[config.mk]
export PLATFORM = sky130hd
export DESIGN_NAME = fb_arbiter
export DESIGN_NICKNAME = d
export VERILOG_FILES = /design/src/rtl/vdma_pkg.sv /design/src/rtl/fb_next_index.sv /design/src/rtl/fb_arbiter.sv
export SDC_FILE = /design/constraint.sdc
export NUM_CORES = 1
export LEC_CHECK = 0
export CELL_PAD_IN_SITES_DETAIL_PLACEMENT = 2
export CELL_PAD_IN_SITES_GLOBAL_PLACEMENT = 2
export CORE_ASPECT_RATIO = 0.7
export CORE_UTILIZATION = 32
export DETAILED_ROUTE_END_ITERATION = 6
export PLACE_DENSITY = 0.86
export SLEW_MARGIN = 20
export SYNTH_ARGS = -nofsm -noshare
export SYNTH_HDL_FRONTEND = slang
export SYNTH_SLANG_ARGS = --single-unit
export TNS_END_PERCENT = 100
[constraint.sdc]
create_clock -name clk -period 11.3 [get_ports clk]
set_input_delay 1.695 -clock clk [delete_from_list [all_inputs] [get_ports clk]]
set_output_delay 1.695 -clock clk [all_outputs]
set_load 0.005 [all_outputs]
[src/rtl/vdma_pkg.sv]
// Shared types and defaults for the video DMA frame-buffer scheduling logic.
package vdma_pkg;

    typedef enum logic [1:0] {
        IDLE   = 2'd0,
        RUN    = 2'd1,
        FREEZE = 2'd2
    } fb_state_t;

    localparam int          FB_IDX_W         = 3;
    localparam logic [31:0] DEF_BASE_ADDR    = 32'h1000_0000;
    localparam logic [31:0] DEF_FRAME_STRIDE = 32'h0012_C000;  // 640x480x4 bytes

endpackage

[src/rtl/fb_next_index.sv]
// Combinational ring scan: first buffer index after cur (mod NUM_FRAMES)
// that is neither avoid_a nor avoid_b.
module fb_next_index
    import vdma_pkg::*;
#(
    parameter int NUM_FRAMES = 3
) (
    input  logic [FB_IDX_W-1:0] cur,
    input  logic [FB_IDX_W-1:0] avoid_a,
    input  logic [FB_IDX_W-1:0] avoid_b,
    output logic [FB_IDX_W-1:0] nxt
);

    logic [FB_IDX_W-1:0] cand;
    logic                found;

    // NOTE: every variable gets a default before the loop so no latch is inferred.
    always_comb begin
        nxt   = cur;
        cand  = '0;
        found = 1'b0;
        for (int k = 1; k <= NUM_FRAMES; k++) begin
            cand = FB_IDX_W'((int'(cur) + k) % NUM_FRAMES);
            if (!found && (cand != avoid_a) && (cand != avoid_b)) begin
                nxt   = cand;
                found = 1'b1;
            end
        end
    end

endmodule

[src/rtl/fb_arbiter.sv]
// Frame-buffer index scheduler between the VDMA writer and reader.
// Optional saturating drop/repeat statistics when FB_ARB_STATS_EN is defined.
module fb_arbiter
    import vdma_pkg::*;
#(
    parameter int                NUM_FRAMES   = 3,
    parameter int                ADDR_W       = 32,
    parameter logic [ADDR_W-1:0] BASE_ADDR    = ADDR_W'(DEF_BASE_ADDR),
    parameter logic [ADDR_W-1:0] FRAME_STRIDE = ADDR_W'(DEF_FRAME_STRIDE)
`ifdef FB_ARB_STATS_EN
    ,
    parameter int                CNT_W        = 16
`endif
) (
    input  logic                clk,
    input  logic                rst,
    input  logic                enable,
    input  logic                freeze,
    input  logic                wr_frame_start,
    input  logic                wr_frame_done,
    input  logic                rd_frame_start,
    output logic                wr_en,
    output logic [ADDR_W-1:0]   wr_base_addr,
    output logic [ADDR_W-1:0]   rd_base_addr,
    output logic [FB_IDX_W-1:0] wr_idx,
    output logic [FB_IDX_W-1:0] rd_idx,
    output fb_state_t           state,
    output logic                frame_valid
`ifdef FB_ARB_STATS_EN
    ,
    output logic [CNT_W-1:0]    drop_cnt,
    output logic [CNT_W-1:0]    repeat_cnt
`endif
);

    localparam logic [FB_IDX_W-1:0] RST_RD_IDX = FB_IDX_W'(NUM_FRAMES - 1);

    function automatic logic [ADDR_W-1:0] addr_of(input logic [FB_IDX_W-1:0] idx);
        return ADDR_W'(64'(BASE_ADDR) + 64'(idx) * 64'(FRAME_STRIDE));
    endfunction

    fb_state_t           state_d;
    logic [FB_IDX_W-1:0] latest_idx;
    logic                latest_valid;

    logic                commit;
    logic                pending;
    logic                swap;
    logic [FB_IDX_W-1:0] latest_d;
    logic [FB_IDX_W-1:0] rd_d;
    logic [FB_IDX_W-1:0] wr_d;
    logic [FB_IDX_W-1:0] wr_scan;
    logic                latest_valid_d;

    // Commit is applied before the reader swap, so a simultaneous reader
    // picks up the frame that completes in the same cycle.
    always_comb begin
        commit         = wr_frame_done && (state == RUN);
        latest_d       = commit ? wr_idx : latest_idx;
        pending        = commit || latest_valid;
        swap           = rd_frame_start && pending;
        rd_d           = swap ? latest_d : rd_idx;
        latest_valid_d = pending && !swap;
        wr_d           = commit ? wr_scan : wr_idx;
    end

    fb_next_index #(
        .NUM_FRAMES (NUM_FRAMES)
    ) u_next_index (
        .cur     (wr_idx),
        .avoid_a (rd_d),
        .avoid_b (latest_d),
        .nxt     (wr_scan)
    );

    always_comb begin
        state_d = state;
        unique case (state)
            IDLE: begin
                if (wr_frame_start && enable) state_d = RUN;
            end
            RUN: begin
                // enable=0 wins over freeze: writing stops entirely.
                if (wr_frame_done) begin
                    if (!enable)     state_d = IDLE;
                    else if (freeze) state_d = FREEZE;
                end
            end
            FREEZE: begin
                if (!enable)                        state_d = IDLE;
                else if (wr_frame_start && !freeze) state_d = RUN;
            end
            default: state_d = IDLE;
        endcase
    end

    // NOTE: sequential state uses non-blocking assignments so every register
    // samples the pre-edge values computed above.
    always_ff @(posedge clk) begin
        if (rst) state <= IDLE;
        else     state <= state_d;
    end

    always_ff @(posedge clk) begin
        if (rst) begin
            wr_idx       <= '0;
            rd_idx       <= RST_RD_IDX;
            latest_idx   <= '0;
            latest_valid <= 1'b0;
            frame_valid  <= 1'b0;
            wr_en        <= 1'b0;
            wr_base_addr <= addr_of('0);
            rd_base_addr <= addr_of(RST_RD_IDX);
        end else begin
            wr_idx       <= wr_d;
            rd_idx       <= rd_d;
            latest_idx   <= latest_d;
            latest_valid <= latest_valid_d;
            frame_valid  <= frame_valid || commit;
            wr_en        <= (state_d == RUN);
            wr_base_addr <= addr_of(wr_d);
            rd_base_addr <= addr_of(rd_d);
        end
    end

`ifdef FB_ARB_STATS_EN
    logic drop_ev;
    logic repeat_ev;

    always_comb begin
        drop_ev   = commit && latest_valid;
        repeat_ev = rd_frame_start && !pending && frame_valid;
    end

    always_ff @(posedge clk) begin
        if (rst) begin
            drop_cnt   <= '0;
            repeat_cnt <= '0;
        end else begin
            if (drop_ev && (drop_cnt != '1))     drop_cnt   <= drop_cnt + 1'b1;
            if (repeat_ev && (repeat_cnt != '1)) repeat_cnt <= repeat_cnt + 1'b1;
        end
    end
`endif

endmodule

# After elaboration in Yosys (flattened, before gate mapping)
# Cells that the tools add are included.
[word_totals]
reg_bits = 78
input_bits = 7
out_inout_bits = 74
word_cells = 60
[classes]
add_sub_neg = 5
mul = 2
div_mod_pow = 3
eq_ne = 9
n_mux = 15
n_reduce_logical = 17
[op_table]
columns = ["cell", "n"]
rows = [
  ["modulo 32 x 3 -> 32 bit (second input constant)", 3],
  ["adder 29 x 24 -> 30 bit (first input constant)", 2],
  ["multiplier 3 x 7 -> 10 bit (second input constant)", 2],
  ["2-to-1 mux 3 bit", 6],
  ["!= test 3 bit", 6],
  ["2-to-1 mux 2 bit", 6],
  ["logical AND 1 bit", 10],
  ["adder 3 x 2 -> 4 bit (second input constant)", 2],
  ["one-hot mux 2 bit (3 select lines)", 1],
  ["adder 3 x 1 -> 4 bit (second input constant)", 1],
  ["== test 2 x 1 -> 1 bit (second input constant)", 2],
  ["zero test 1 bit", 4],
  ["== test 2 bit (second input constant)", 1],
  ["zero test 2 bit", 1],
  ["logical OR 1 bit", 2],
  ["2-to-1 mux 1 bit", 2],
]

# Depth between registers and ports, before layout
[logic_depth]
depth_word = 19
depth_mapped = 28
depth_no_buf = 25

# By module
# From an unflattened synthesis, not the netlist that was laid out.
[hier_totals]
hier_cells = 365
area_unflattened_um2 = 3066.7
[by_module_without_submodules]
columns = ["module", "instances", "cells_per_inst", "area_each_um2", "seq_area_each_um2"]
rows = [
  ["fb_arbiter", 1, 199, 1798.0, 640.6],
  ["fb_next_index", 1, 166, 1268.7, 0.0],
]

# Worst setup path after synthesis
# No wires, ideal clock.
[synth_timing]
kind = "register -> register"
startpoint = "register wr_idx[0]"
endpoint = "register wr_base_addr[22]"
setup_time_ns = 0.086
t_arrival_ns = 5.489
required_ns = 11.214
setup_slack_ns = 5.725
stages_incl_launch_ff = 28
path_buffers = 3
period_less_slack_ns = 5.575
path_cell_list = "dfxtp_1 -> buf_2 -> buf_1 -> inv_1 -> ha_1 -> xor2_1 -> nor2_1 -> ha_1 -> ha_1 -> a21oi_1 -> nand2_1 -> xnor2_1 -> ha_1 -> clkbuf_1 -> nand3b_1 -> nor2_1 -> a211o_1 -> o211ai_1 -> o21ai_0 -> nor3_1 -> a31oi_1 -> nand3_2 -> inv_1 -> ha_1 -> ha_1 -> fa_1 -> a21o_1 -> a211oi_1"
[synth_via]
elab_chain_cells = 16
word_cells_on_any_way = 29
cone_classes = "4 x add/sub; 1 x mul; 3 x div; 6 x eq/ne; 8 x mux; 7 x reduce/logical"
[synth_lines]
columns = ["item", "line_no", "rtl"]
rows = [
  ["from (decl)", "fb_arbiter.sv:25", "output logic [FB_IDX_W-1:0] wr_idx,"],
  ["from (signal assigned)", "fb_arbiter.sv:115", "wr_idx <= wr_d;"],
  ["adder 3 x 1 -> 4 bit / 2-to-1 mux 3 bit (equally long branches)", "fb_next_index.sv:23, fb_arbiter.sv:59", ""],
  ["modulo 32 x 3 -> 32 bit / 2-to-1 mux 3 bit (equally long branches)", "fb_next_index.sv:23, fb_arbiter.sv:62", ""],
  ["!= test 3 bit", "fb_next_index.sv:24", "if (!found && (cand != avoid_a) && (cand != avoid_b)) begin"],
  ["logical AND 1 bit", "fb_next_index.sv:24", ""],
  ["2-to-1 mux 1 bit", "fb_next_index.sv:24", ""],
  ["zero test 1 bit", "fb_next_index.sv:24", ""],
  ["logical AND 1 bit (2 in a row)", "fb_next_index.sv:24", ""],
  ["2-to-1 mux 1 bit", "fb_next_index.sv:24", ""],
  ["zero test 1 bit", "fb_next_index.sv:24", ""],
  ["logical AND 1 bit (2 in a row)", "fb_next_index.sv:24", ""],
  ["2-to-1 mux 3 bit (*)", "fb_next_index.sv:24", ""],
  ["2-to-1 mux 3 bit (*)", "fb_arbiter.sv:64", "wr_d = commit ? wr_scan : wr_idx;"],
  ["via wr_d[2]", "fb_arbiter.sv:51", "logic [FB_IDX_W-1:0] wr_d;"],
  ["multiplier 3 x 7 -> 10 bit (*)", "fb_arbiter.sv:39", "return ADDR_W'(64'(BASE_ADDR) + 64'(idx) * 64'(FRAME_STRIDE));"],
  ["adder 29 x 24 -> 30 bit (*)", "fb_arbiter.sv:39", ""],
  ["to (signal assigned)", "fb_arbiter.sv:112", "wr_base_addr <= addr_of('0);"],
  ["to (signal assigned)", "fb_arbiter.sv:121", "wr_base_addr <= addr_of(wr_d);"],
  ["to (decl)", "fb_arbiter.sv:23", "output logic [ADDR_W-1:0] wr_base_addr,"],
]
# Mark *: on every way through the listed nets, which the timed path passes. The rest lies on a longest branch.
# A chain may end at the register's enable or synchronous reset.

# Final worst setup path
[layout_timing]
startpoint = "input wr_frame_done"
endpoint = "register wr_base_addr[21]"
[layout_via]
elab_chain_cells = 18
word_cells_on_any_way = 26
cone_classes = "1 x add/sub; 1 x mul; 6 x eq/ne; 8 x mux; 10 x reduce/logical"
[layout_lines]
columns = ["item", "line_no", "rtl"]
rows = [
  ["from (decl)", "fb_arbiter.sv:20", "input logic wr_frame_done,"],
  ["logical AND 1 bit (*)", "fb_arbiter.sv:58", "commit = wr_frame_done && (state == RUN);"],
  ["logical OR 1 bit", "fb_arbiter.sv:60", "pending = commit || latest_valid;"],
  ["logical AND 1 bit", "fb_arbiter.sv:61", "swap = rd_frame_start && pending;"],
  ["2-to-1 mux 3 bit (*)", "fb_arbiter.sv:62", "rd_d = swap ? latest_d : rd_idx;"],
  ["via rd_d[1]", "fb_arbiter.sv:50", "logic [FB_IDX_W-1:0] rd_d;"],
  ["!= test 3 bit", "fb_next_index.sv:24", ""],
  ["logical AND 1 bit", "fb_next_index.sv:24", ""],
  ["2-to-1 mux 1 bit", "fb_next_index.sv:24", ""],
  ["(+3 left out)", "--", ""],
  ["2-to-1 mux 1 bit", "fb_next_index.sv:24", ""],
  ["zero test 1 bit", "fb_next_index.sv:24", ""],
  ["logical AND 1 bit (2 in a row)", "fb_next_index.sv:24", ""],
  ["2-to-1 mux 3 bit (*)", "fb_next_index.sv:24", ""],
  ["2-to-1 mux 3 bit (*)", "fb_arbiter.sv:64", ""],
  ["via wr_d[0]", "fb_arbiter.sv:51", ""],
  ["multiplier 3 x 7 -> 10 bit (*)", "fb_arbiter.sv:39", ""],
  ["adder 29 x 24 -> 30 bit (*)", "fb_arbiter.sv:39", ""],
]
# Marked as above.

==> out/metrics.yaml <==
layout:
  drive_above_1_share_pct: 8.64
  finalInstanceArea_um2: 3760
  mostFrequentLayoutCell: "conb_1"
  final_util_pct: 38.1
  syn_to_final_growth_pct: 13.3
  n_antenna_cell: 0
  layout_common_cells: "44 x conb_1, 36 x clkdlybuf4s50_1, 32 x ha_1, 32 x dfxtp_1, 28 x nor2_1"
  instances_no_fill: 556
  nNetsFinal: 468
detailed_routing:
  wl_per_cell_um: 18.4
  ant_nets: 0
  routed_wl_um: 10300
  drt_iter0_drc: 135
  firstDrtPassIters: 4
  dr_total_vias: 2939
  drc: 0
  viasPerCell: 5.29
min_path:
  hold_class: "flop to flop"
  min-delay-start: "frame_valid"
  hold_end: "frame_valid"
  hold_depth: 2
clocking:
  cts_tree: "yes"
  htreeDepth: 2
  cts.root.buffer_cell: "clkbuf_16"
  cts.sinks: 32
  clock_path_buffers: 2
  numCtsBuffers: 5
  clkTransAtPathRegs_ps: 60
  cts_resized: 0
  clk_latency_ps: 280
  cts_setup_buffers: 0
  cts_hold_buffers: 0
place:
  dp_hpwl_um: 7980
  pre_cts_slack_ps: 4360
  io_buffers: 36
  placed_area_um2: 3600
  placed_cells: 548
  globalplace.congestion: 0.838
die:
  io_pins: 81
  die_w_um: 124
  core_um2: 9870
  start_util_pct: 33.6
  die_area_um2: 10800
  rows: 30
  dieHeight_um: 87.2
timing:
  holdWs_ps: 521
  period_share_pct: 59.3
  slew_viol_final: 0
  slew_headroom_pct: 46.3
  fin_skew_ps: 5.10
  period_minus_slack_ps: 6700
  worst_pin_slew_ps: 798
  finalSetupTns_ps: 0
  setup_violations: 0
  setup_ws_ps: 4600
  fmax_mhz: 149
  finalHoldViolations: 0
  grt_setup_unrepaired: "false"
worst_setup_path:
  crit_path_max_fanout: 20
  reg2reg_setup_slack_ps: 4660
  start_kind: "input port"
  crit_type: "input port to flop"
  crit_required_ps: 11470
  worstPathArrival_ps: 6870
  crit-reg2reg-capture: "wr_base_addr[22]"
  r2r_cells: 24
  end_kind: "flop"
  r2r-start: "wr_idx[1]"
grt:
  grt_usage_pct: 20.1
  grt_pass1_vias: 3178
  antenna_found_initial: 0
  grt_max_degree: 35
  grt_pass1_wl_um: 16700
  globalRoute.totalOverflow: 0
synthesis:
  yosys-top-cells-area: "dfxtp_1 19%, ha_1 12%, buf_4 11%"
  synthDistinctLibCells: 80
  synth_top_area_share_pct: 19.3
  syn_inst: 401
  yosys_warnings: 0
  synth-main-ff-cell: "dfxtp_1"
  synth_edf_count: 0
  syn-mean-instance-area_um2: 8.28
  netlist.top_cell.by_area: "dfxtp_1"
  ys_ff_latch: 32
  syn_area_um2: 3320
  ys_seq_area_share_pct: 19.3
  async_reset_ff_share_pct: 0
power:
  ir_drop_v: 0.0000648
  p_sw_mw: 0.244
  p_leak_nw: 1.64
  power_mw: 0.594
  p_clk_share_pct: 26.1
  pwr-share-comb_pct: 52.3
  power.density_nw_per_um2: 158
  power.internal_mw: 0.350
  p_sw_share_pct: 41.1
  p_seq_share_pct: 21.6
outcome:
  status: "finished, final reports clean"
job:
  max-cap-violations: 0
[cells in the mapped netlist (3+ instances only)]
| cell type | number |
|---|---|
| nor2b_1 | 8 |
| a221oi_1 | 3 |
| o211ai_1 | 4 |
| clkbuf_1 | 8 |
| a31oi_1 | 6 |
| xnor2_1 | 20 |
| and2_1 | 6 |
| a21o_1 | 7 |
| nand3b_1 | 3 |
| nand2b_1 | 4 |
| or2_2 | 3 |
| nor3b_1 | 4 |
| buf_2 | 3 |
| o21a_1 | 4 |
| nand3_1 | 8 |
| xor2_1 | 4 |
| nand4b_1 | 4 |
| nor2_1 | 28 |
| o31ai_1 | 3 |
| nand2_1 | 26 |
| a211oi_1 | 6 |
| nor4_1 | 3 |
| mux2_2 | 3 |
| buf_4 | 48 |
| nor3_1 | 8 |
| ha_1 | 32 |
| dfxtp_1 | 32 |
| inv_1 | 22 |
| o22ai_1 | 3 |
| o21ai_0 | 11 |
| a21oi_1 | 16 |
[how the worst max path moves through the flow]
stage | from | to | slack [ps] | depth (start not counted)
3_5_place_dp | wr_frame_done | wr_base_addr[22] | 4360 | 18
6_report | wr_frame_done | wr_base_addr[21] | 4600 | 18
2_1_floorplan | wr_idx[0] | wr_base_addr[22] | 5730 | 27
3_3_place_gp | wr_frame_done | wr_base_addr[22] | 4820 | 18
4_1_cts | wr_frame_done | wr_base_addr[22] | 4640 | 18
5_1_grt | wr_idx[1] | wr_base_addr[22] | 4080 | 24
[per-layer routing]
| metal | up-vias | track usage (%) | routed length, um |
|---|---|---|---|
| met5 | - | 0 | 0 |
| met4 | 0 | 2.41 | 34 |
| met3 | 4 | 4.19 | 633 |
| met2 | 88 | 32.7 | 4710 |
| met1 | 1457 | 27.9 | 4880 |
| li1 | 1390 | - | - |
[final cells by class]
cell class / count / area (um2)
Fill cell: 1108 / 6110
Multi-Input combinational cell: 327 / 2340
Sequential cell: 32 / 641
Timing Repair Buffer: 38 / 375
Tap cell: 128 / 160
Clock buffer: 6 / 129
Inverter: 23 / 86.3
Clock inverter: 2 / 35.0
[power groups by stage]
stage          sequential, mW  combinational [mW]  clock (mW)
6_report                0.128               0.310       0.155
3_5_place_dp            0.130               0.306           0
2_1_floorplan           0.128               0.238           0
4_1_cts                 0.128               0.308       0.158
3_3_place_gp            0.130               0.293           0
5_1_grt                 0.129               0.343       0.162
[critical path: stages]
cell             delay [ps]
clkdlybuf4s50_1         540
and3b_1                 710
o21ai_0                 470
a22oi_4                 430
inv_1                   190
nor4_1                  360
a311oi_2                110
o221ai_1                430
a21oi_1                 150
a21oi_1                 230
o211ai_2                160
inv_1                   140
ha_1                    270
ha_1                    300
a31o_2                  240
nand2_1                 110
nor2_1                   60
mux2_4                  270
[logic make-up (layout without fill, tap and decap cells)]
logic type	Yosys count	after routing	share of synthesized area, %
AO/OA/AOI/OAI	99	99	23.7
XOR/XNOR	26	26	7.31
adder cells (fa/ha/maj)	34	34	13.3
buffers and inverters	84	69	15.1
flip-flops	32	32	19.3
multiplexers	6	6	2.22
other	2	44	0.226
AND/OR/NAND/NOR	118	118	18.9
[state kept, by name, summed over array words and instances, names as in the netlist]
| register | flops |
|---|---|
| rd_base_addr | 9 |
| wr_base_addr | 9 |
| latest_idx | 3 |
| rd_idx | 3 |
| wr_idx | 3 |
| state | 2 |
| frame_valid | 1 |
| latest_valid | 1 |
| wr_en | 1 |
Note: power is estimated with default switching activity, not from simulation.
